**config.mk**
```make
export PLATFORM = sky130hd
export DESIGN_NAME = cdb_arbiter
export DESIGN_NICKNAME = d
export VERILOG_FILES = /design/src/rtl/cdb_arbiter_pkg.sv /design/src/rtl/cdb_src_fifo.sv /design/src/rtl/cdb_arbiter.sv
export SDC_FILE = /design/constraint.sdc
export NUM_CORES = 1
export LEC_CHECK = 0
export CORE_UTILIZATION = 43
export CTS_CLUSTER_SIZE = 20
export DETAILED_ROUTE_END_ITERATION = 10
export GPL_ROUTABILITY_DRIVEN = 1
export PLACE_DENSITY_LB_ADDON = 0.15
export SKIP_CTS_REPAIR_TIMING = 1
export SLEW_MARGIN = 10
export SYNTH_ARGS = -nofsm -noshare
export SYNTH_HDL_FRONTEND = slang
export SYNTH_SLANG_ARGS = --single-unit
```
**constraint.sdc**
```tcl
create_clock -name clk_in -period 10.5 [get_ports clk_in]
set_input_delay 3.15 -clock clk_in [delete_from_list [all_inputs] [get_ports clk_in]]
set_output_delay 3.15 -clock clk_in [all_outputs]
set_load 0.02 [all_outputs]
```
**src/rtl/cdb_arbiter_pkg.sv**
```systemverilog
// Shared definitions for the common-data-bus arbiter: source codes,
// default tag width and the round-robin pointer helper.
package cdb_arbiter_pkg;

    localparam int ROB_ID_W_DEF = 4;
    localparam int NUM_SRC      = 3;
    localparam int VALUE_W      = 32;

    typedef logic [1:0] src_t;

    localparam src_t SRC_ALU = 2'd0;
    localparam src_t SRC_LSB = 2'd1;
    localparam src_t SRC_BR  = 2'd2;

    // Next source in round-robin order, wrapping BR back to ALU.
    function automatic src_t src_next(input src_t s);
        return (s == SRC_BR) ? SRC_ALU : src_t'(s + 2'd1);
    endfunction

endpackage

```
**src/rtl/cdb_src_fifo.sv**
```systemverilog
// Per-source result queue: {rob_id, value} entries, pointers and count.
// Frozen while run=0; emptied on a running clr. Full is reported from the
// current count only, so a same-edge pop never frees a slot for a push.
module cdb_src_fifo
    import cdb_arbiter_pkg::*;
#(
    parameter int ROB_ID_W = ROB_ID_W_DEF,
    parameter int QDEPTH   = 2
) (
    input  logic                clk,
    input  logic                rst_n,
    input  logic                run,
    input  logic                clr,
    input  logic                push,
    input  logic [ROB_ID_W-1:0] push_rob_id,
    input  logic [VALUE_W-1:0]  push_value,
    input  logic                pop,
    output logic                full,
    output logic                empty,
    output logic [ROB_ID_W-1:0] head_rob_id,
    output logic [VALUE_W-1:0]  head_value
);

    localparam int PTR_W = $clog2(QDEPTH);
    localparam int CNT_W = $clog2(QDEPTH + 1);
    localparam logic [CNT_W-1:0] CNT_FULL = CNT_W'(QDEPTH);

    logic [PTR_W-1:0]    wr_ptr;
    logic [PTR_W-1:0]    rd_ptr;
    logic [CNT_W-1:0]    count;
    logic [ROB_ID_W-1:0] mem_rob_id [QDEPTH];
    logic [VALUE_W-1:0]  mem_value  [QDEPTH];
    logic                do_push;
    logic                do_pop;

    assign full  = (count == CNT_FULL);
    assign empty = (count == '0);

    assign do_push = run & ~clr & push & ~full;
    assign do_pop  = run & ~clr & pop & ~empty;

    assign head_rob_id = mem_rob_id[rd_ptr];
    assign head_value  = mem_value[rd_ptr];

    // Pointer and occupancy tracking; pointers wrap naturally (power-of-two depth).
    always_ff @(posedge clk or negedge rst_n) begin
        if (!rst_n) begin
            wr_ptr <= '0;
            rd_ptr <= '0;
            count  <= '0;
        end else if (run) begin
            if (clr) begin
                wr_ptr <= '0;
                rd_ptr <= '0;
                count  <= '0;
            end else begin
                if (do_push) begin
                    wr_ptr <= wr_ptr + PTR_W'(1);
                end
                if (do_pop) begin
                    rd_ptr <= rd_ptr + PTR_W'(1);
                end
                case ({do_push, do_pop})
                    2'b10:   count <= count + CNT_W'(1);
                    2'b01:   count <= count - CNT_W'(1);
                    default: count <= count;
                endcase
            end
        end
    end

    // Entry storage; contents are only meaningful behind the pointers, so no reset.
    always_ff @(posedge clk) begin
        if (do_push) begin
            mem_rob_id[wr_ptr] <= push_rob_id;
            mem_value[wr_ptr]  <= push_value;
        end
    end

endmodule

```
**src/rtl/cdb_arbiter.sv**
```systemverilog
// Common-data-bus arbiter: queues results from ALU, LSB and branch units,
// picks one non-empty queue per cycle round-robin and registers its head
// onto the broadcast bus. No bypass: a result accepted at one edge is
// broadcast at the earliest after the following edge.
module cdb_arbiter
    import cdb_arbiter_pkg::*;
#(
    parameter int ROB_ID_W = ROB_ID_W_DEF,
    parameter int QDEPTH   = 2
) (
    input  logic                clk_in,
    input  logic                rst_in,
    input  logic                rdy_in,
    input  logic                flush_pipline,

    input  logic                alu_valid,
    input  logic [ROB_ID_W-1:0] alu_rob_id,
    input  logic [VALUE_W-1:0]  alu_value,
    output logic                alu_ready,

    input  logic                lsb_valid,
    input  logic [ROB_ID_W-1:0] lsb_rob_id,
    input  logic [VALUE_W-1:0]  lsb_value,
    output logic                lsb_ready,

    input  logic                br_valid,
    input  logic [ROB_ID_W-1:0] br_rob_id,
    input  logic [VALUE_W-1:0]  br_value,
    output logic                br_ready,

    output logic                cdb_valid,
    output logic [ROB_ID_W-1:0] cdb_rob_id,
    output logic [VALUE_W-1:0]  cdb_value,
    output logic [1:0]          cdb_src
);

    logic [NUM_SRC-1:0]  src_valid;
    logic [NUM_SRC-1:0]  src_ready;
    logic [NUM_SRC-1:0]  q_full;
    logic [NUM_SRC-1:0]  q_empty;
    logic [NUM_SRC-1:0]  q_pop;
    logic [ROB_ID_W-1:0] src_rob_id  [NUM_SRC];
    logic [VALUE_W-1:0]  src_value   [NUM_SRC];
    logic [ROB_ID_W-1:0] head_rob_id [NUM_SRC];
    logic [VALUE_W-1:0]  head_value  [NUM_SRC];
    logic                accept_en;
    logic                sel_valid;
    src_t                sel;
    src_t                cand;
    src_t                rr;

    assign src_valid = {br_valid, lsb_valid, alu_valid};

    assign src_rob_id[SRC_ALU] = alu_rob_id;
    assign src_rob_id[SRC_LSB] = lsb_rob_id;
    assign src_rob_id[SRC_BR]  = br_rob_id;
    assign src_value[SRC_ALU]  = alu_value;
    assign src_value[SRC_LSB]  = lsb_value;
    assign src_value[SRC_BR]   = br_value;

    // Ready is held low during reset, pause and flush, and whenever the queue
    // is full (even if it is being drained this same edge).
    assign accept_en = rst_in & rdy_in & ~flush_pipline;
    assign src_ready = {NUM_SRC{accept_en}} & ~q_full;

    assign alu_ready = src_ready[SRC_ALU];
    assign lsb_ready = src_ready[SRC_LSB];
    assign br_ready  = src_ready[SRC_BR];

    for (genvar i = 0; i < NUM_SRC; i++) begin : g_src
        cdb_src_fifo #(
            .ROB_ID_W (ROB_ID_W),
            .QDEPTH   (QDEPTH)
        ) u_fifo (
            .clk         (clk_in),
            .rst_n       (rst_in),
            .run         (rdy_in),
            .clr         (flush_pipline),
            .push        (src_valid[i] & src_ready[i]),
            .push_rob_id (src_rob_id[i]),
            .push_value  (src_value[i]),
            .pop         (q_pop[i]),
            .full        (q_full[i]),
            .empty       (q_empty[i]),
            .head_rob_id (head_rob_id[i]),
            .head_value  (head_value[i])
        );
    end

    // Round-robin search over rr, rr+1, rr+2 for the first non-empty queue.
    always_comb begin
        sel_valid = 1'b0;
        sel       = rr;
        cand      = rr;
        for (int k = 0; k < NUM_SRC; k++) begin
            if (!sel_valid && !q_empty[cand]) begin
                sel_valid = 1'b1;
                sel       = cand;
            end
            cand = src_next(cand);
        end
    end

    // Pop the granted queue only on a running, non-flushing edge.
    always_comb begin
        q_pop = '0;
        if (rdy_in && !flush_pipline && sel_valid) begin
            q_pop[sel] = 1'b1;
        end
    end

    // Broadcast register and round-robin pointer; everything freezes while paused.
    always_ff @(posedge clk_in or negedge rst_in) begin
        if (!rst_in) begin
            cdb_valid  <= 1'b0;
            cdb_rob_id <= '0;
            cdb_value  <= '0;
            cdb_src    <= SRC_ALU;
            rr         <= SRC_ALU;
        end else if (rdy_in) begin
            if (flush_pipline) begin
                cdb_valid <= 1'b0;
                rr        <= SRC_ALU;
            end else if (sel_valid) begin
                cdb_valid  <= 1'b1;
                cdb_rob_id <= head_rob_id[sel];
                cdb_value  <= head_value[sel];
                cdb_src    <= sel;
                rr         <= src_next(sel);
            end else begin
                cdb_valid <= 1'b0;
            end
        end
    end

endmodule

```
==> metrics.md, run 1 <==
| Metric | Value |
|---|---|
| Slowest CP cell | clkdlybuf4s50_1 |
| Leakage power | 0.00455 uW |
| CP max stage delay | 0.87 ns |
| CP cell instances | clkdlybuf4s50_1, and3b_1, o21a_1, clkdlybuf4s50_1 |
| Drt initial violations | 476 |
| Clock transition at the registers of the reported paths | 0.06 ns |
| Setup TNS Final | 0 ns |
| FMAX | 121 MHz |
| Top Layer Used | met5 |
| CP delay by family, top | buffers and inverters |
| CP Class | input port to output pin |
| Die height | 159 um |
| Nets | between 800 and 900 |
| Placer Congestion | 0.816 |
| Via count | 6023 |
| Post-Synth XOR/XNOR Area | 0.663% |
| Crit path DAT | between 5 and 6 ns |
| Total chip power | 3260 uW |
| Final Core Density | 56.0% |
| Share of the synthesized area in the top cell type | about three fifths |
| Clk buf depth | 3 |
| Worst Tran Pin Value | 1.11 ns |
| Ant diodes | 0 |
| Routed length on met1 | 9750 um |
| Core area | 23800 um2 |
| Asr flop ratio synth | approximately a fifth |
| Top_reg_cell synth | edfxtp_1 |
| Clk sink count | 269 |
| Initial antenna violation count | 1 |
| Syn_nets | 723 |
| Post-synthesis sequential element count | 269 |
| Global-route congestion overflow total | 0 |
| CTS H-Tree Depth | 1 |
| Row cnt | 56 |
| Cells after Synth | 608 |
| Multiplexer area fraction after synthesis | 11.3% |
| DRT antenna net count | 0 |
| CP Max Fanout | 19 |
| Most used cell, CP | clkdlybuf4s50_1 |
| Initial Utilization | 44.5% |
| Total CTS buffers | 28 |
| Fin crit share | around four fifths |
| Crit path buf inv count | 2 |
| Clock latency on the worst-skew pair | around 0.55 ns |
| Vias in the first global route | 6439 |
| Hold path cells | 1 |
| DR WL met2 | 12000 um |
| Peak VDD IR | 0.190 mV |
| Fin Hold WS | about 0.49 ns |
| Worst path required time | 7.35 ns |
| Clock skew | approximately 0.027 ns |
| Complex-gate fraction of the synthesized area | 8.32% |
| Wire per inst | 21.5 um |
| Boundary Pins | 157 |
| Synth-to-Final Area Change | 26.0% |
| Maxcap violations | 0 |
| Drt total wl | about 24000 um |
| Synth area leader | edfxtp_1 |
| Port bufs | 156 |
| First-pass GRT wire length | 36600 um |
| Power per cell area | 245 nW/um2 |
| Clock root buffer | clkbuf_16 |
| Outcome | completed |
| Syn_area_per_cell | 17.4 um2 |
| Synthesized cell area | 10600 um2 |
| Die ar. | 25200 um2 |
| Tmin final | 8.25 ns |
| Distinct cell type count after synthesis | 58 |
| GRT Total Usage | between 10% and 20% |
| CTS tree | done |
| Largest family of logic cells by synthesized area | multiplexers |
| Sequential area share after synthesis | ~74% |
| Syn. warnings | 0 |
| Critical Path Stages | 4 |
| Chip Width | 159 um |
| DRC viols | 0 |
| Reg2Reg Depth | 3 |
| DR pass1 iterations | 7 |
| Post-synth EDFFs | between 200 and 250 |
| Fillers | 1841 |
| Relative slew slack | between 20% and 30% |
| Mean number of vias per cell | about 5.5 |
| Layout cells sized above 1 | 20.0% |
| Largest net degree at the start of global routing | 52 |
| Leading post-synthesis cells by cell area | edfxtp_1 (61%), dfrtp_1 (13%), mux2_2 (8.8%) |
| Critical Path Sink Type | output pin |
| Final hold vios | 0 |
| Hold Crit Class | register to register |
| Setup-failing EPs final | 0 |
| Simple-gate share of the synthesized area | 2.89% |
| RSZ-0062 raised after global routing | no |
| Slew Limit Fails | 0 |
| Adder-Cell Fraction of Synth Area | 0.107% |
| DPL Wire Length | between 10000 and 15000 um |
| Startpoint types | input port |
| WL met3 | 1420 um |
## metal layers
metal,track usage [%],vias to the layer above
met3,3.13,44
met4,5.21,2
met2,32.8,208
met5,0,-
met1,24.5,3036
li1,-,2733
## cell type report
| type | instances | area, um2 | area share, % |
|---|---|---|---|
| Sequential cell | 269 | 7820 | 58.7 |
| Multi-Input combinational cell | 293 | 2500 | 18.8 |
| Timing Repair Buffer | 165 | 1620 | 12.2 |
| Clock buffer | 34 | 743 | 5.59 |
| Tap cell | 319 | 399 | 3.00 |
| Clock inverter | 18 | 198 | 1.49 |
| Inverter | 7 | 26.3 | 0.197 |
## placed cells by master, fill, tap and decap left out, types with 4 or more instances in the layout
| master | n |
|---|---|
| o21ai_0 | 21 |
| a21oi_1 | 10 |
| inv_1 | 7 |
| mux2_2 | 83 |
| dfrtp_1 | 50 |
| edfxtp_1 | 216 |
| clkinv_1 | 5 |
| a222oi_1 | 36 |
| nand2_1 | 19 |
| clkbuf_1 | 4 |
| buf_4 | 9 |
| mux2i_1 | 26 |
| bufinv_16 | 4 |
| clkdlybuf4s50_1 | 155 |
| nor2_1 | 8 |
| clkinv_2 | 7 |
| o21ai_1 | 20 |
| xnor2_1 | 7 |
| clkbuf_16 | 28 |
## state kept, by name, summed over array words and instances, names as in the netlist
name / cells
cdb_rob_id: 4
cdb_src: 2
cdb_valid: 1
cdb_value: 32
g_src.u_fifo.count: 6
g_src.u_fifo.mem_rob_id: 24
g_src.u_fifo.mem_value: 192
g_src.u_fifo.rd_ptr: 3
g_src.u_fifo.wr_ptr: 3
rr: 2
## cells by family after synthesis
family | count (synthesis)
muxes | 109
AOI/OAI and AO/OA | 118
buffers and inverters | 46
xor gates and xnor gates | 8
and+or+nand+nor | 57
DFF | 269
adders and majority gates | 1
## cells in the mapped netlist, drive strengths merged (2+ instances only)
master       instances
dfrtp               53
o211ai               3
dlygate4sd1          2
a21o                 2
o22ai                4
nand2               20
and2                 2
or3                  2
o2111ai              2
a21oi               10
nand2b               2
nor2                11
o21ai               41
and3                 2
inv                  7
a222oi              36
o21a                 2
o21bai               2
clkbuf              17
buf                 20
nor2b                4
xnor2                7
or4                  2
mux2i               26
nor3b                2
edfxtp             216
a31oi                2
or2                  2
o31ai                3
mux2                83
a211oi               3
nor3                 2
## where the power goes
part	internal, uW	switching, uW	total (uW)
clock	600	401	1000
combinational	438	413	851
sequential	1260	148	1410
total	2300	962	3260
## path summary, 6_finish.rpt
path	from	endpoint	slack, ns
worst max-delay path	rdy_in	lsb_ready	2.25
worst min-delay path	cdb_src[0]$_DFFE_PN0P_	cdb_src[0]$_DFFE_PN0P_	0.49
worst max register to register	g_src[2].u_fifo.count[1]$_DFFE_PN0P_	g_src[2].u_fifo.mem_value[1][28]$_DFFE_PP_	7.87
worst min register to register	cdb_src[0]$_DFFE_PN0P_	cdb_src[0]$_DFFE_PN0P_	0.49
max in group asynchronous	rst_in	g_src[1].u_fifo.rd_ptr$_DFFE_PN0P_	6.98
min in group asynchronous	rst_in	cdb_value[21]$_DFFE_PN0P_	2.56
## through the flow
stage,cells,setup WS [ns],instance area [um2]
after CTS,1105,2.26,13300
final,1105,2.25,13300
after detailed placement,1053,2.27,12400
after floorplan,608,3.59,10600
after global routing,1105,2.16,13300
after global placement,1053,2.35,12400
Power figures use the tool's default switching activity.
==> inputs of run 2 (changes only) <==
- clock period: 10.5 -> 7.3 ns (I/O delays scaled with it)
==> run 2 against run 1 <==
Net effect: first-iteration DRC count rose by 1.3%; worst setup slack worse by 1.3 ns; sequential power is 44% higher; utilization rose by 0.22 points.
==> metrics.md, run 2 (synthesis gave the netlist of run 1 again) <==
| Metric | Value |
|---|---|
| Outcome | completed |
| Layout Cells excl Fill | 1106 |
| Crit path buf inv count | 2 |
| Drt total wl | between 20000 and 25000 um |
| Fin crit share | ~87% |
| R2r startpoint | g_src[2].u_fifo.count[1]$_DFFE_PN0P_ |
| Drt initial violations | roughly 480 |
| Layout cells sized above 1 | 20.4% |
| Hold Crit Class | register to register |
| Port bufs | 156 |
| Setup-failing EPs final | 0 |
| Vias in the first global route | 6382 |
| Clock skew | ~0.0078 ns |
| Crit path DAT | around 4.1 ns |
| CTS tree | done |
| Mean number of vias per cell | 5.54 |
| Hold_sp | cdb_src[0]$_DFFE_PN0P_ |
| DRC viols | 0 |
| Final hold vios | 0 |
| Worst Setup SP | rdy_in |
| Setup TNS Final | 0 ns |
| Relative slew slack | between 20% and 30% |
| Top flop regs | g_src.u_fifo.mem_value x192, cdb_value x32, g_src.u_fifo.mem_rob_id x24 |
| Core area | around 24000 um2 |
| Fin Hold WS | 0.480 ns |
| Critical Path Sink Type | output pin |
| FMAX | 158 MHz |
| DRT antenna net count | 0 |
| Maxcap violations | 0 |
| Die height | 159 um |
| Power per cell area | 353 nW/um2 |
| Synth-to-Final Area Change | 26.5% |
| CTS H-Tree Depth | 1 |
| Placer Congestion | 0.831 |
| DP Cell Count | 1051 |
| Biggest register | g_src.u_fifo.mem_value |
| Post-Layout Inst Area | 13400 um2 |
| RSZ-0062 raised after global routing | no |
| Chip Width | 159 um |
| Leakage power | 0.00457 uW |
| CP delay by family, top | buffers and inverters |
| First-pass GRT wire length | 36300 um |
| Tmin final | 6.33 ns |
| Area occupied by multi-input gates | 2500 um2 |
| Slew Limit Fails | 0 |
| Met1 GRT Util | 23.6% |
| Worst Tran Pin Value | 1.17 ns |
| Startpoint types | input port |
| Max reg flops | 192 |
| Initial Utilization | 44.5% |
| Row cnt | 56 |
| M3 GR Usage | 3.32% |
| Worst path required time | 5.11 ns |
| Slowest CP cell | clkdlybuf4s50_1 |
| Clk sink count | 269 |
| Die ar. | 25200 um2 |
| M2 GR Usage | 33.1% |
| Initial antenna violation count | 2 |
| Clock root buffer | clkbuf_16 |
| CP max stage delay | 0.89 ns |
| DR pass1 iterations | 5 |
| Most used cell, CP | clkdlybuf4s50_1 |
| Largest net degree at the start of global routing | 52 |
| Commonest non-fill, non-tap cells in the layout | edfxtp_1 (216), clkdlybuf4s50_1 (155), mux2_2 (83), dfrtp_1 (50), a222oi_1 (36) |
| Placed cell area | 12300 um2 |
| GRT Max-Usage Layer | met2 |
| Total CTS buffers | 28 |
| Clock latency on the worst-skew pair | between 0.5 and 0.6 ns |
| Fillers | between 1500 and 2000 |
| Nets | roughly 880 |
| GRT Total Usage | roughly a fifth |
| Register area | approximately 7800 um2 |
| CP cell instances | clkdlybuf4s50_1, and3b_1, o21a_1, clkdlybuf4s50_1 |
| Via count | about 6100 |
| Most common cell after layout, fill and taps aside | edfxtp_1 |
| Peak VDD IR | 0.186 mV |
| Clock transition at the registers of the reported paths | 0.06 ns |
| Wire per inst | 21.7 um |
| Clk buf depth | 3 |
| Boundary Pins | 157 |
| CP Max Fanout | 19 |
| Global-route congestion overflow total | 0 |
| DPL Wire Length | 14800 um |
| CP Class | input port to output pin |
==> run 2: cell types whose count changed in the layout (fill, tap and decap cells not counted) <==
cell,change
buf_4,-2
diode_2,+1
buf_12,+1
clkinv_2,+2
inv_6,+1
clkbuf_1,-1
clkinv_1,-2
clkbuf_16,+1
clkinv_8,-1
buf_16,+1
==> run 2: routing by layer <==
layer  part of all wire, %  up-vias
li1                      -     2746
met5                 0.071        -
met1                    39     3071
met4                   2.4        2
met3                   7.5       40
met2                    51      269
==> run 2: stage by stage <==
step / worst slack [ns] / total power, uW / utilization, %
after floorplan: 1.63 / 2840 / -
after global placement: 1.07 / 3260 / 52.0
final: 0.967 / 4720 / 56.2
after detailed placement: 0.999 / 3300 / 52.0
after CTS: 0.993 / 4750 / 56.0
after global routing: 0.883 / 4910 / 56.2
==> run 2: final cells by class <==
| type | count | share of cell area (%) |
|---|---|---|
| antenna | 1 | 0.0187 |
| clock buffer | 34 | 5.72 |
| clock inverter | 18 | 1.44 |
| inverter | 7 | 0.197 |
| multi-input combinational | 293 | 18.7 |
| sequential | 269 | 58.5 |
| tap | 319 | 2.99 |
| timing repair buffer | 165 | 12.4 |
==> run 2: path summary, 6_finish.rpt <==
kind,to,slack [ns],cells past startpoint
max,lsb_ready,0.97,4
min,cdb_src[0]$_DFFE_PN0P_,0.48,1
max reg2reg,g_src[2].u_fifo.mem_value[1][21]$_DFFE_PP_,4.64,3
min reg2reg,cdb_src[0]$_DFFE_PN0P_,0.48,1
max in group asynchronous,g_src[0].u_fifo.rd_ptr$_DFFE_PN0P_,4.80,2
min in group asynchronous,g_src[1].u_fifo.count[0]$_DFFE_PN0P_,1.47,1
==> run 2: worst reg2reg max path, cell delays in order (launching register included) <==
cell and delay [ns]:
dfrtp_1 0.48, nor2b_1 0.20, nor3b_1 0.60, and2_2 0.97
==> run 2: where the power goes <==
part	internal (uW)	leakage [uW]	switching, uW
clock network	885	0.000476	563
registers	1810	0.00262	214
logic	634	0.00148	608
total	3330	0.00457	1390
==> inputs of run 3 (changes only) <==
--- a/config.mk
+++ b/config.mk
@@ -12,4 +12,5 @@
 export PLACE_DENSITY_LB_ADDON = 0.15
 export SKIP_CTS_REPAIR_TIMING = 1
+export SKIP_LAST_GASP = 1
 export SLEW_MARGIN = 10
 export SYNTH_ARGS = -nofsm -noshare
==> constraint.sdc (replaced) <==
create_clock -name clk_in -period 7.3 [get_ports clk_in]
set_input_delay 2.19 -clock clk_in [delete_from_list [all_inputs] [get_ports clk_in]]
set_output_delay 2.19 -clock clk_in [all_outputs]
set_load 0.05 [all_outputs]
==> run 3 against run 2 <==
Net effect: non-clock buffer count rose by 1; hold slack improved by 0.0019 ns; critical endpoint unchanged; clock power barely moved; global-route usage rose by 0.44 points; clock skew barely moved; sequential share of layout area barely moved; worst setup slack got worse by 0.070 ns; critical path type unchanged; utilization barely moved; largest cell class unchanged.
==> metrics.md, run 3 (synthesis gave the netlist of run 1 again) <==
| Metric | Value |
|---|---|
| Outcome | completed |
| Final Core Density | between 50% and 60% |
| Initial Utilization | 44.5% |
| Leakage power | roughly 0.0046 uW |
| DPL Wire Length | 14900 um |
| Post-Layout Inst Area | 13400 um2 |
| Global-route congestion overflow total | 0 |
| FMAX | around 160 MHz |
| Slew Limit Fails | 0 |
| GRT Total Usage | 19.4% |
| Maxcap violations | 0 |
| Clk sink count | approximately 270 |
| Clock network power share | 29.7% |
| Fin crit share | between 80% and 90% |
| DRT antenna net count | 0 |
| Reg power frac | 40.8% |
| Crit path buf inv count | 2 |
| CP cell instances | clkdlybuf4s50_1, and3b_1, o21a_1, clkdlybuf4s50_1 |
| CTS tree | done |
| Power per cell area | 373 nW/um2 |
| Wire per inst | 22.0 um |
| Clock skew | between 0.007 and 0.008 ns |
| NetSw | 1620 uW |
| Vias in the first global route | 6477 |
| R2r startpoint | g_src[2].u_fifo.count[0]$_DFFE_PN0P_ |
| Total CTS buffers | 29 |
| Critical R2R Capture | g_src[2].u_fifo.mem_value[0][12]$_DFFE_PP_ |
| Biggest register | g_src.u_fifo.mem_value |
| CP Max Fanout | 15 |
| Hold Crit Class | register to register |
| Placer Congestion | 0.787 |
| Synth-to-Final Area Change | 26.4% |
| Startpoint types | input port |
| Initial antenna violation count | 1 |
| DR pass1 iterations | 8 |
| Placed cell area | approximately 12000 um2 |
| Row cnt | 56 |
| Largest net degree at the start of global routing | 52 |
| Port bufs | around 160 |
| Tmin final | 6.40 ns |
| R2R Setup Slk | 4.55 ns |
| Core area | 23800 um2 |
| Setup TNS Final | 0 ns |
| CP delay by family, top | buffers and inverters |
| Peak VDD IR | approximately 0.2 mV |
| Hold path cells | 1 |
| Drt total wl | approximately 24000 um |
| Via count | just over 6000 |
| Clock latency on the worst-skew pair | 0.53 ns |
| CP max stage delay | slightly below 0.8 ns |
| Reg2Reg Depth | 4 |
| Die height | approximately 160 um |
| Hold EP | cdb_src[0]$_DFFE_PN0P_ |
| Worst Tran Pin Value | 1.15 ns |
| Die ar. | 25200 um2 |
| Layout cells sized above 1 | 20.1% |
| Mean number of vias per cell | 5.50 |
| Fin Hold WS | 0.482 ns |
| Hold_sp | cdb_src[0]$_DFFE_PN0P_ |
| Combinational share of power | 29.5% |
| Clk buf depth | 3 |
| Final hold vios | 0 |
| Max reg flops | 192 |
| Most common cell after layout, fill and taps aside | edfxtp_1 |
| CTS H-Tree Depth | 1 |
| Chip Width | roughly 160 um |
| RSZ-0062 raised after global routing | no |
| Drt initial violations | 446 |
| Slowest CP cell | clkdlybuf4s50_1 |
| Fillers | 1813 |
| Relative slew slack | 23.3% |
| Most used cell, CP | clkdlybuf4s50_1 |
| Boundary Pins | around 160 |
| Worst path required time | 5.11 ns |
| Crit path DAT | 4.21 ns |
| Clock transition at the registers of the reported paths | 0.06 ns |
| Clock root buffer | clkbuf_16 |
| Nets | a little under 900 |
| CP Class | input port to output pin |
| Commonest non-fill, non-tap cells in the layout | edfxtp_1 (216), clkdlybuf4s50_1 (155), mux2_2 (83), dfrtp_1 (50), a222oi_1 (36) |
| Sw frac | 32.6% |
| First-pass GRT wire length | 37200 um |
| DRC viols | 0 |
| Critical Path Sink Type | output pin |
| Setup-failing EPs final | 0 |
| Top flop regs | g_src.u_fifo.mem_value x192, cdb_value x32, g_src.u_fifo.mem_rob_id x24 |
| Pint | ~3400 uW |
[run 3: changes by cell type in the layout (fill, tap and decap cells not counted), sizes merged]
cell | previous run | this run
clkinv | 12 | 5
clkbuf | 34 | 42
clkinvlp | 1 | 2
inv | 8 | 7
buf | 10 | 11
[run 3: layout make-up]
| type | instances | area, um2 | share of cell area [%] |
|---|---|---|---|
| flip-flops and latches | 269 | 7820 | 58.5 |
| repair buffers | 166 | 1630 | 12.2 |
| multi-input cells | 293 | 2500 | 18.7 |
| clock inverters | 11 | 163 | 1.22 |
| well taps | 319 | 399 | 2.99 |
| clock buffers | 42 | 815 | 6.10 |
| diodes | 1 | 2.50 | 0.0187 |
| inverters | 7 | 26.3 | 0.197 |
[run 3: power groups by stage]
stage	Combinational, uW	Sequential, uW	Clock, uW
finish	1470	2030	1480
detailed placement	1470	2060	0
floorplan	815	2250	0
global route	1550	2060	1560
CTS	1470	2030	1510
global placement	1440	2050	0
[run 3: worst max-delay path by stage]
stage,startpoint,end,cells past startpoint
global placement,flush_pipline,lsb_ready,4
floorplan,rdy_in,g_src[0].u_fifo.mem_rob_id[0][0]$_DFFE_PP_,4
global route,flush_pipline,lsb_ready,4
finish,flush_pipline,lsb_ready,4
CTS,flush_pipline,lsb_ready,4
detailed placement,flush_pipline,lsb_ready,4
[run 3: layer usage]
metal | wire, um | global-route usage, % | vias up
met5 | 12 | 0 | -
met4 | 491 | 5.78 | 2
met3 | 1500 | 3.21 | 37
met1 | 9860 | 24.5 | 3076
li1 | - | - | 2754
met2 | 12500 | 34.0 | 230
[run 3: per-stage QoR]
stage          setup slack (ns)  total power (uW)  std cells
5_1_grt                   0.801              5170       1107
6_report                  0.897              4980       1108
3_5_place_dp              0.921              3530       1054
2_1_floorplan              1.63              3070        608
3_3_place_gp              0.969              3490       1054
4_1_cts                   0.899              5010       1107
